File: src/rtl/adder_pkg.sv
// ----------------------------------------------------------------------------
// adder_pkg
//
// Shared definitions for the ripple-carry adder slice.
//
//   ADDER_WIDTH_DEFAULT : default operand width (1 -> plain full adder)
//   ADDER_WIDTH_MAX     : widest operand the adder is meant to be built at
//   adder_ref()         : behavioural {cout, s} for a given width, intended
//                         for benches and quick sanity checks elsewhere
//   adder_ovf_ref()     : behavioural signed-overflow flag for a given width
// ----------------------------------------------------------------------------
package adder_pkg;

    localparam int ADDER_WIDTH_DEFAULT = 1;
    localparam int ADDER_WIDTH_MAX     = 64;

    // Returns the full (width+1)-bit result packed as {cout, s} in the low
    // width+1 bits of a 65-bit vector; bits above are zero. Operand bits at
    // and above 'width' are ignored.
    function automatic logic [ADDER_WIDTH_MAX:0] adder_ref(
        input logic [ADDER_WIDTH_MAX-1:0] a,
        input logic [ADDER_WIDTH_MAX-1:0] b,
        input logic                       cin,
        input int                         width
    );
        logic [ADDER_WIDTH_MAX:0] mask;
        logic [ADDER_WIDTH_MAX:0] sum;
        mask = ({{ADDER_WIDTH_MAX{1'b0}}, 1'b1} << width) - 1'b1;
        sum  = ({1'b0, a} & mask) + ({1'b0, b} & mask)
             + {{ADDER_WIDTH_MAX{1'b0}}, cin};
        // Keep the carry at bit 'width', drop anything above it.
        return sum & ((mask << 1) | 65'd1);
    endfunction

    // Signed overflow: both operands share a sign and the sum's sign differs.
    // The carry-in cannot flip this on its own except through that sign
    // change, which is exactly what c[MSB] ^ c[MSB+1] captures in hardware.
    function automatic logic adder_ovf_ref(
        input logic [ADDER_WIDTH_MAX-1:0] a,
        input logic [ADDER_WIDTH_MAX-1:0] b,
        input logic                       cin,
        input int                         width
    );
        logic [ADDER_WIDTH_MAX:0] r;
        r = adder_ref(a, b, cin, width);
        return (a[width-1] == b[width-1]) && (r[width-1] != a[width-1]);
    endfunction

endpackage : adder_pkg

File: src/rtl/adder_full_adder_cell.sv
// ----------------------------------------------------------------------------
// full_adder_cell
//
// One bit of the ripple chain.
//
//   a, b : operand bits
//   cin  : carry into this bit
//   s    : sum bit          a ^ b ^ cin
//   cout : carry out        generate | (propagate & cin)
// ----------------------------------------------------------------------------
module full_adder_cell (
    input  logic a,
    input  logic b,
    input  logic cin,
    output logic s,
    output logic cout
);

    logic propagate;
    logic generate_bit;

    assign propagate    = a ^ b;
    assign generate_bit = a & b;

    assign s    = propagate ^ cin;
    assign cout = generate_bit | (propagate & cin);

endmodule : full_adder_cell

File: src/rtl/adder.sv
// ----------------------------------------------------------------------------
// adder
//
// Parameterised ripple-carry adder: {cout, s} = a + b + cin.
// At WIDTH=1 this is a single full adder.
//
// Parameters
//   WIDTH      operand / sum width, 1..64
//
// Ports
//   clk        rising-edge clock, only used by the registered copy
//   rst        asynchronous reset, ACTIVE LOW (name kept from the codebase)
//   a, b       operands (signedness agnostic)
//   cin        carry-in
//   in_valid   qualifies a/b/cin for the registered copy
//   s          combinational sum, (a+b+cin) mod 2^WIDTH
//   cout       combinational carry-out
//   ovf        combinational signed overflow, c[WIDTH-1] ^ c[WIDTH]
//   s_q        registered sum
//   cout_q     registered carry-out
//   ovf_q      registered overflow
//   out_valid  registered in_valid (one cycle of latency)
//
// The combinational outputs do not depend on clk or rst at all; only the
// registered copy sees the reset.
// ----------------------------------------------------------------------------
module adder
    import adder_pkg::*;
#(
    parameter int WIDTH = ADDER_WIDTH_DEFAULT
) (
    input  logic             clk,
    input  logic             rst,
    input  logic [WIDTH-1:0] a,
    input  logic [WIDTH-1:0] b,
    input  logic             cin,
    input  logic             in_valid,
    output logic [WIDTH-1:0] s,
    output logic             cout,
    output logic             ovf,
    output logic [WIDTH-1:0] s_q,
    output logic             cout_q,
    output logic             ovf_q,
    output logic             out_valid
);

    // ------------------------------------------------------------------
    // Ripple chain. c[i] is the carry INTO bit i; c[0] is the external
    // carry-in and c[WIDTH] is the carry-out of the whole word.
    // ------------------------------------------------------------------
    logic [WIDTH:0] c;

    assign c[0] = cin;

    generate
        for (genvar gi = 0; gi < WIDTH; gi++) begin : g_cell
            full_adder_cell u_cell (
                .a    (a[gi]),
                .b    (b[gi]),
                .cin  (c[gi]),
                .s    (s[gi]),
                .cout (c[gi+1])
            );
        end
    endgenerate

    assign cout = c[WIDTH];

    // Overflow is the disagreement between the carry into and out of the
    // sign bit. At WIDTH=1 the carry into the sign bit is cin itself.
    assign ovf = c[WIDTH-1] ^ c[WIDTH];

    // ------------------------------------------------------------------
    // Registered copy for pipelined consumers. Result registers only load
    // on a valid input so a bubble keeps the last good result visible;
    // the valid flag follows in_valid every cycle.
    // ------------------------------------------------------------------
    logic [WIDTH-1:0] s_q_reg;
    logic             cout_q_reg;
    logic             ovf_q_reg;
    logic             out_valid_reg;

    logic [WIDTH-1:0] s_q_next;
    logic             cout_q_next;
    logic             ovf_q_next;
    logic             out_valid_next;

    always_comb begin
        s_q_next       = s_q_reg;
        cout_q_next    = cout_q_reg;
        ovf_q_next     = ovf_q_reg;
        out_valid_next = in_valid;
        if (in_valid) begin
            s_q_next    = s;
            cout_q_next = cout;
            ovf_q_next  = ovf;
        end
    end

    // rst is low-active and asynchronous on assertion; release is seen at
    // the next rising clk, so the first capture happens on that edge.
    always_ff @(posedge clk or negedge rst) begin
        if (!rst) begin
            s_q_reg       <= '0;
            cout_q_reg    <= 1'b0;
            ovf_q_reg     <= 1'b0;
            out_valid_reg <= 1'b0;
        end else begin
            s_q_reg       <= s_q_next;
            cout_q_reg    <= cout_q_next;
            ovf_q_reg     <= ovf_q_next;
            out_valid_reg <= out_valid_next;
        end
    end

    assign s_q       = s_q_reg;
    assign cout_q    = cout_q_reg;
    assign ovf_q     = ovf_q_reg;
    assign out_valid = out_valid_reg;

endmodule : adder

File: config.mk
export PLATFORM = sky130hd
export DESIGN_NAME = adder
export DESIGN_NICKNAME = d
export VERILOG_FILES = /design/src/rtl/adder_pkg.sv /design/src/rtl/adder_full_adder_cell.sv /design/src/rtl/adder.sv
export SDC_FILE = /design/constraint.sdc
export NUM_CORES = 1
export LEC_CHECK = 0
export BUFFER_PORTS_ARGS = -buffer_cell sky130_fd_sc_hd__buf_2
export CORE_AREA = 2 2 39 41
export CTS_CLUSTER_SIZE = 8
export DETAILED_ROUTE_END_ITERATION = 8
export DIE_AREA = 0 0 41 43
export SETUP_SLACK_MARGIN = 0.02
export SYNTH_ARGS = -nofsm -noshare
export SYNTH_HDL_FRONTEND = slang
export SYNTH_SLANG_ARGS = --single-unit
File: constraint.sdc
create_clock -name clk -period 1 [get_ports clk]
set_input_delay 0.2 -clock clk [delete_from_list [all_inputs] [get_ports clk]]
set_output_delay 0.2 -clock clk [all_outputs]
set_load 0.01 [all_outputs]
After elaboration in Yosys (flattened, before gate mapping)

Index checks and enable logic that the tools add are counted.

Flip-flop bits (word level): 4
Memories kept: 0
Bits in latches: 0
Memory bits (read-only): 0
Word-level logic and storage cells: 10
Bits in writable memories: 0

Equality and inequality tests: 0
Magnitude comparators: 0
Muxes and demuxes: 0
Multiply operators: 0
Reductions and logical operators: 0
Bitwise gates (word level): 6
Shift operators: 0
Div/mod/pow operators: 0
$add $sub $neg: 0

Operators with widths:

| operator          | count |
|---|---|
| 1-bit bitwise XOR | 3 |
| 1-bit bitwise AND | 2 |
| 1-bit OR          | 1 |

Longest topological paths before layout

Depth after elaboration: 4
Gate-level depth with buffers: 3

Modules after synthesis

From an unflattened synthesis, not the netlist that was laid out.

Cells, all modules: 9
Area, all modules: 166.4 um^2

Modules (own cells, without submodules):

| module          | area an instance (um^2) | cells an instance | instances |
|---|---|---|---|
| adder           | 146.4                   | 8                 | 1 |
| full_adder_cell | 20.0                    | 1                 | 1 |

Least setup slack after synthesis

OpenSTA, ideal clock, no wires.

Path kind: input -> register
Start point: input a
End point: register ovf_q_reg (netlist: ovf_q)
Stages: 3
Arrival: 1.187 ns
Path slack: -0.312 ns
Buffers on the path: 0
Cells stage by stage: fa_1 -> xor2_1 -> mux2_4

Cells in the longest elaborated chain, start to end: 4
Elaborated cells between the ends (all ways): 5
Classes of those cells: bitwise: 5

RTL lines:

| what                   | RTL line                    | text |
|---|---|---|
| start: declaration     | adder.sv:34                 | `input logic [WIDTH-1:0] a,` |
| 1-bit bitwise XOR      | adder_full_adder_cell.sv:22 | `assign propagate = a ^ b;` |
| 1-bit bitwise AND      | adder_full_adder_cell.sv:26 | `assign cout = generate_bit \| (propagate & cin);` |
| 1-bit OR (*)           | adder_full_adder_cell.sv:26 |  |
| 1-bit bitwise XOR (*)  | adder.sv:71                 | `assign ovf = c[WIDTH-1] ^ c[WIDTH];` |
| net ovf                | adder.sv:40                 | `output logic ovf,` |
| end signal: assignment | adder.sv:111                | `ovf_q_reg <= ovf_q_next;` |
| end: declaration       | adder.sv:80                 | `logic ovf_q_reg;` |

Mark *: on every way through the listed nets, which the timed path passes. The rest lies on a longest branch.
A chain may end at the register's enable or synchronous reset.

Final worst setup path

Start point: input a
End point: output ovf

Cells in the longest elaborated chain, start to end: 4
Elaborated cells between the ends (all ways): 5
Classes of those cells: bitwise: 5

RTL lines:

| what                  | RTL line |
|---|---|
| 1-bit bitwise XOR     | adder_full_adder_cell.sv:22 |
| 1-bit bitwise AND     | adder_full_adder_cell.sv:26 |
| 1-bit OR (*)          | adder_full_adder_cell.sv:26 |
| 1-bit bitwise XOR (*) | adder.sv:71 |
| end: declaration      | adder.sv:40 |

Mark *: on every way between the ends. The rest lies on a longest branch, timed or not.

==> results.txt <==
The slowest cell on the critical path is fa_2. At the end of the flow, the number of nets in the layout was 36. In this run the worst setup path begins at a. The summed negative setup slack over all endpoints is -594.9 ps. Once layout is complete, the utilization of the core stands at 0.2315. Setup repair after global routing could not meet its margin everywhere. The die area came out at 0.001763 mm2. The top-level port count is 13.

The share of total power dissipated in the clock network is 0.364. Counting instances, the worst hold path has a depth of 1. The data required time of the worst path is around 800 ps.

In this run the vertical extent of the chip is 43 um. The highest metal layer with signal wires is met3. Setup violations remaining at the end of the flow were counted as 4. Leaving out fill and tap cells, the most frequent cell in the layout is buf_2. The power density over cell area is 1692 mW/mm2. The depth of the worst register-to-register path came out at 1. The average cell area after synthesis is 18.49 um2. The clock tree from TritonCTS is done.

0 antenna diodes ended up in the layout. The global-route wire length before repair came out at 572 um. The initial antenna violation count is 0. The worst setup path is launched from an input pin. The signal arrival time at the worst endpoint is 1030 ps. The highest achievable clock rate is between 800 and 900 MHz. The standby leakage power came out at 0.1583 nW.

The portion of total power attributed to combinational logic is 0.273. The weighted congestion reported at the end of routability-driven placement came out at 0.5832. The synthesis-stage register bit count is 4. The worst stage delay on the critical path is 410 ps. The fraction of layout instances using a drive strength above 1 came out at 0.8148. When the netlist entered floorplanning its net count stood at 16.

The number of clock sinks seen by CTS came out at 4. After clock tree synthesis, the clock-pin slew on the worst setup and hold paths is approximately 40 ps. The sequential area share after synthesis is 0.6015.

Hold timing on the final database bottoms out at a slack of roughly 160 ps. The number of global-route vias before repair was 140. The routed via count came out at 144. The worst path in the final design needs a cycle of ~1200 ps, including I/O delays and setup. The number of slew-limit violations in the final report is 0. Walking the worst path, the cells encountered are buf_6, fa_2, xor2_2, buf_2. The relative contribution of sequential cells to total power is 0.363. The detailed-routing wirelength on met1 came out at 199 um. The count of buffers from port buffering came out at 12.

The slew at the pin closest to its max-slew limit is about 150 ps. The gate count of the mapped netlist came out at 9. The switching power of the nets came out at ~0.14 mW. By area the synthesized netlist is led by dfrtp_1, mux2_2, fa_1, mux2_4, xor2_1. Internal power comes to 0.4052 mW.

The initial utilization of the core area, before any placement, comes to 0.1203. The final reports fail on negative setup slack. In this run the clock root is driven by a clkbuf_4. The first-pass iteration count of the detailed router is 3.

Of the total power, the share spent switching nets is 0.2522. The total met3 wirelength after detailed routing is 70 um. In this run the horizontal extent of the chip is 41 um.

The startpoint identified for the worst hold timing path is in_valid. The type of the worst min-delay path is in2reg. The library cells used most frequently in the layout, excluding fill and tap cells, are buf_2, dfrtp_1, clkbuf_4. After the first detailed-routing iteration, the DRC count stood at 7. The floorplan has 14 rows. For this run, design rule violations remaining after detail routing come to 0.

The clock passes through at most 2 buffers. Clock tree synthesis inserted a total of 3 buffers. The overall power of the completed layout came out at 0.5419 mW. Across every metal layer, demand over resource in global routing totals 0.05859. Once detail routing completed, the nets flagged for antenna violations numbered 0. The final clock period utilization by the worst path is 1.225.

The remaining max-slew budget at the tightest pin is 0.9032. The endpoint type of the worst setup path is a primary output. At the placement stage, the worst setup path has a slack of -289.0 ps. The later pin in the worst-skew pair is clocked with a latency of 230 ps. CTS built an H-tree with a depth of 1. The total area inside the core boundary comes to 0.001384 mm2. The setup slack of the critical path after layout is -225.4 ps. The share of Yosys cell area claimed by the top area cell type came out at 0.6015. For the final database, setup skew stands at 0 ps. Synthesis instantiated 5 different standard cells from the library. After detailed routing, the total wire length is 407 um. The post-detailed-route wirelength per cell came out at 9.465 um. The worst register-to-register path begins at s_q. In this run the worst path has a maximum fanout of 2. The synthesis-to-layout area growth came out at 92.48%. The largest vdd supply drop came out at between 0.0004 and 0.0005 V. The post-detailed-route via-to-cell ratio came out at between 3 and 4. The critical setup path kind is in2out. Entering global routing, the biggest net connects 5 pins. The flow ran to the end, but the final reports show violations. The leftover overflow at the end of global routing came out at 0. The number of max-capacitance violations reported is 0. Of all cell types, the one taking the most synthesized area is dfrtp_1. The final hold violation count came to 0.

The netlist area before placement is 166.4 um2. During synthesis, Yosys emitted a total of 0 warnings. In the detailed route, the total length drawn on met2 is 137 um.
## layout make-up
class / instances / area (um2)
Fill cell: 147 / 1064
Tap cell: 16 / 20.02
Sequential cell: 4 / 100.1
Clock buffer: 3 / 22.52
Multi-Input combinational cell: 5 / 80.08
Timing Repair Buffer: 15 / 97.59
## cell families (layout without fill, tap and decap cells)
family / after synthesis / count (layout) / share of synthesized area
flip-flops: 4 / 4 / 0.6015
buffers and inverters: 0 / 18 / 0
adder cells (fa/ha/maj): 1 / 1 / 0.1203
multiplexers: 3 / 3 / 0.2255
XOR/XNOR: 1 / 1 / 0.05264
## timing repair
| action | CTS | global route |
|---|---|---|
| gates resized for setup | 2 | 0 |
| cloned | 0 | 0 |
| buffers inserted | 1 | 0 |
| hold buffers | 1 | 0 |
| endpoints found under the hold margin | 4 | 0 |
| pin swaps | 2 | 1 |
| setup endpoints to repair | 4 | 5 |
## worst paths after layout
check	endpoint	slack, ps
setup / recovery	ovf	-230
hold / removal	out_valid	160
setup reg to reg	s_q	250
hold reg to reg	ovf_q	510
max in group asynchronous	ovf_q	570
min in group asynchronous	cout_q	310
## layer usage
| layer | track usage | vias to the layer above |
|---|---|---|
| li1 | - | 65 |
| met1 | 0.07213 | 66 |
| met2 | 0.05625 | 13 |
| met3 | 0.04712 | 0 |
| met4 | 0.06000 | 0 |
| met5 | 0 | - |
## power groups by stage
stage	Sequential, mW	Combinational (mW)	Clock, mW
floorplan	0.209	0.0571	0
global placement	0.198	0.128	0
detailed placement	0.199	0.131	0
CTS	0.197	0.151	0.212
global route	0.199	0.162	0.217
finish	0.197	0.148	0.197
## stage by stage
step                cells  instance area, um2
finish                 43               320.3
global route           43               320.3
CTS                    43               320.3
detailed placement     38               267.8
global placement       38               267.8
floorplan               9               180.2
## worst max-delay path, delay by kind of cell
family,cells,cell delay [ps]
adder cells (fa/ha/maj),1,410
XOR/XNOR,1,170
buffers and inverters,2,250
## Yosys cell counts
cell type	number
fa_1	1
dfrtp_1	4
xor2_1	1
mux2_2	2
mux2_4	1
No activity file was read; power rests on OpenSTA's default activity.
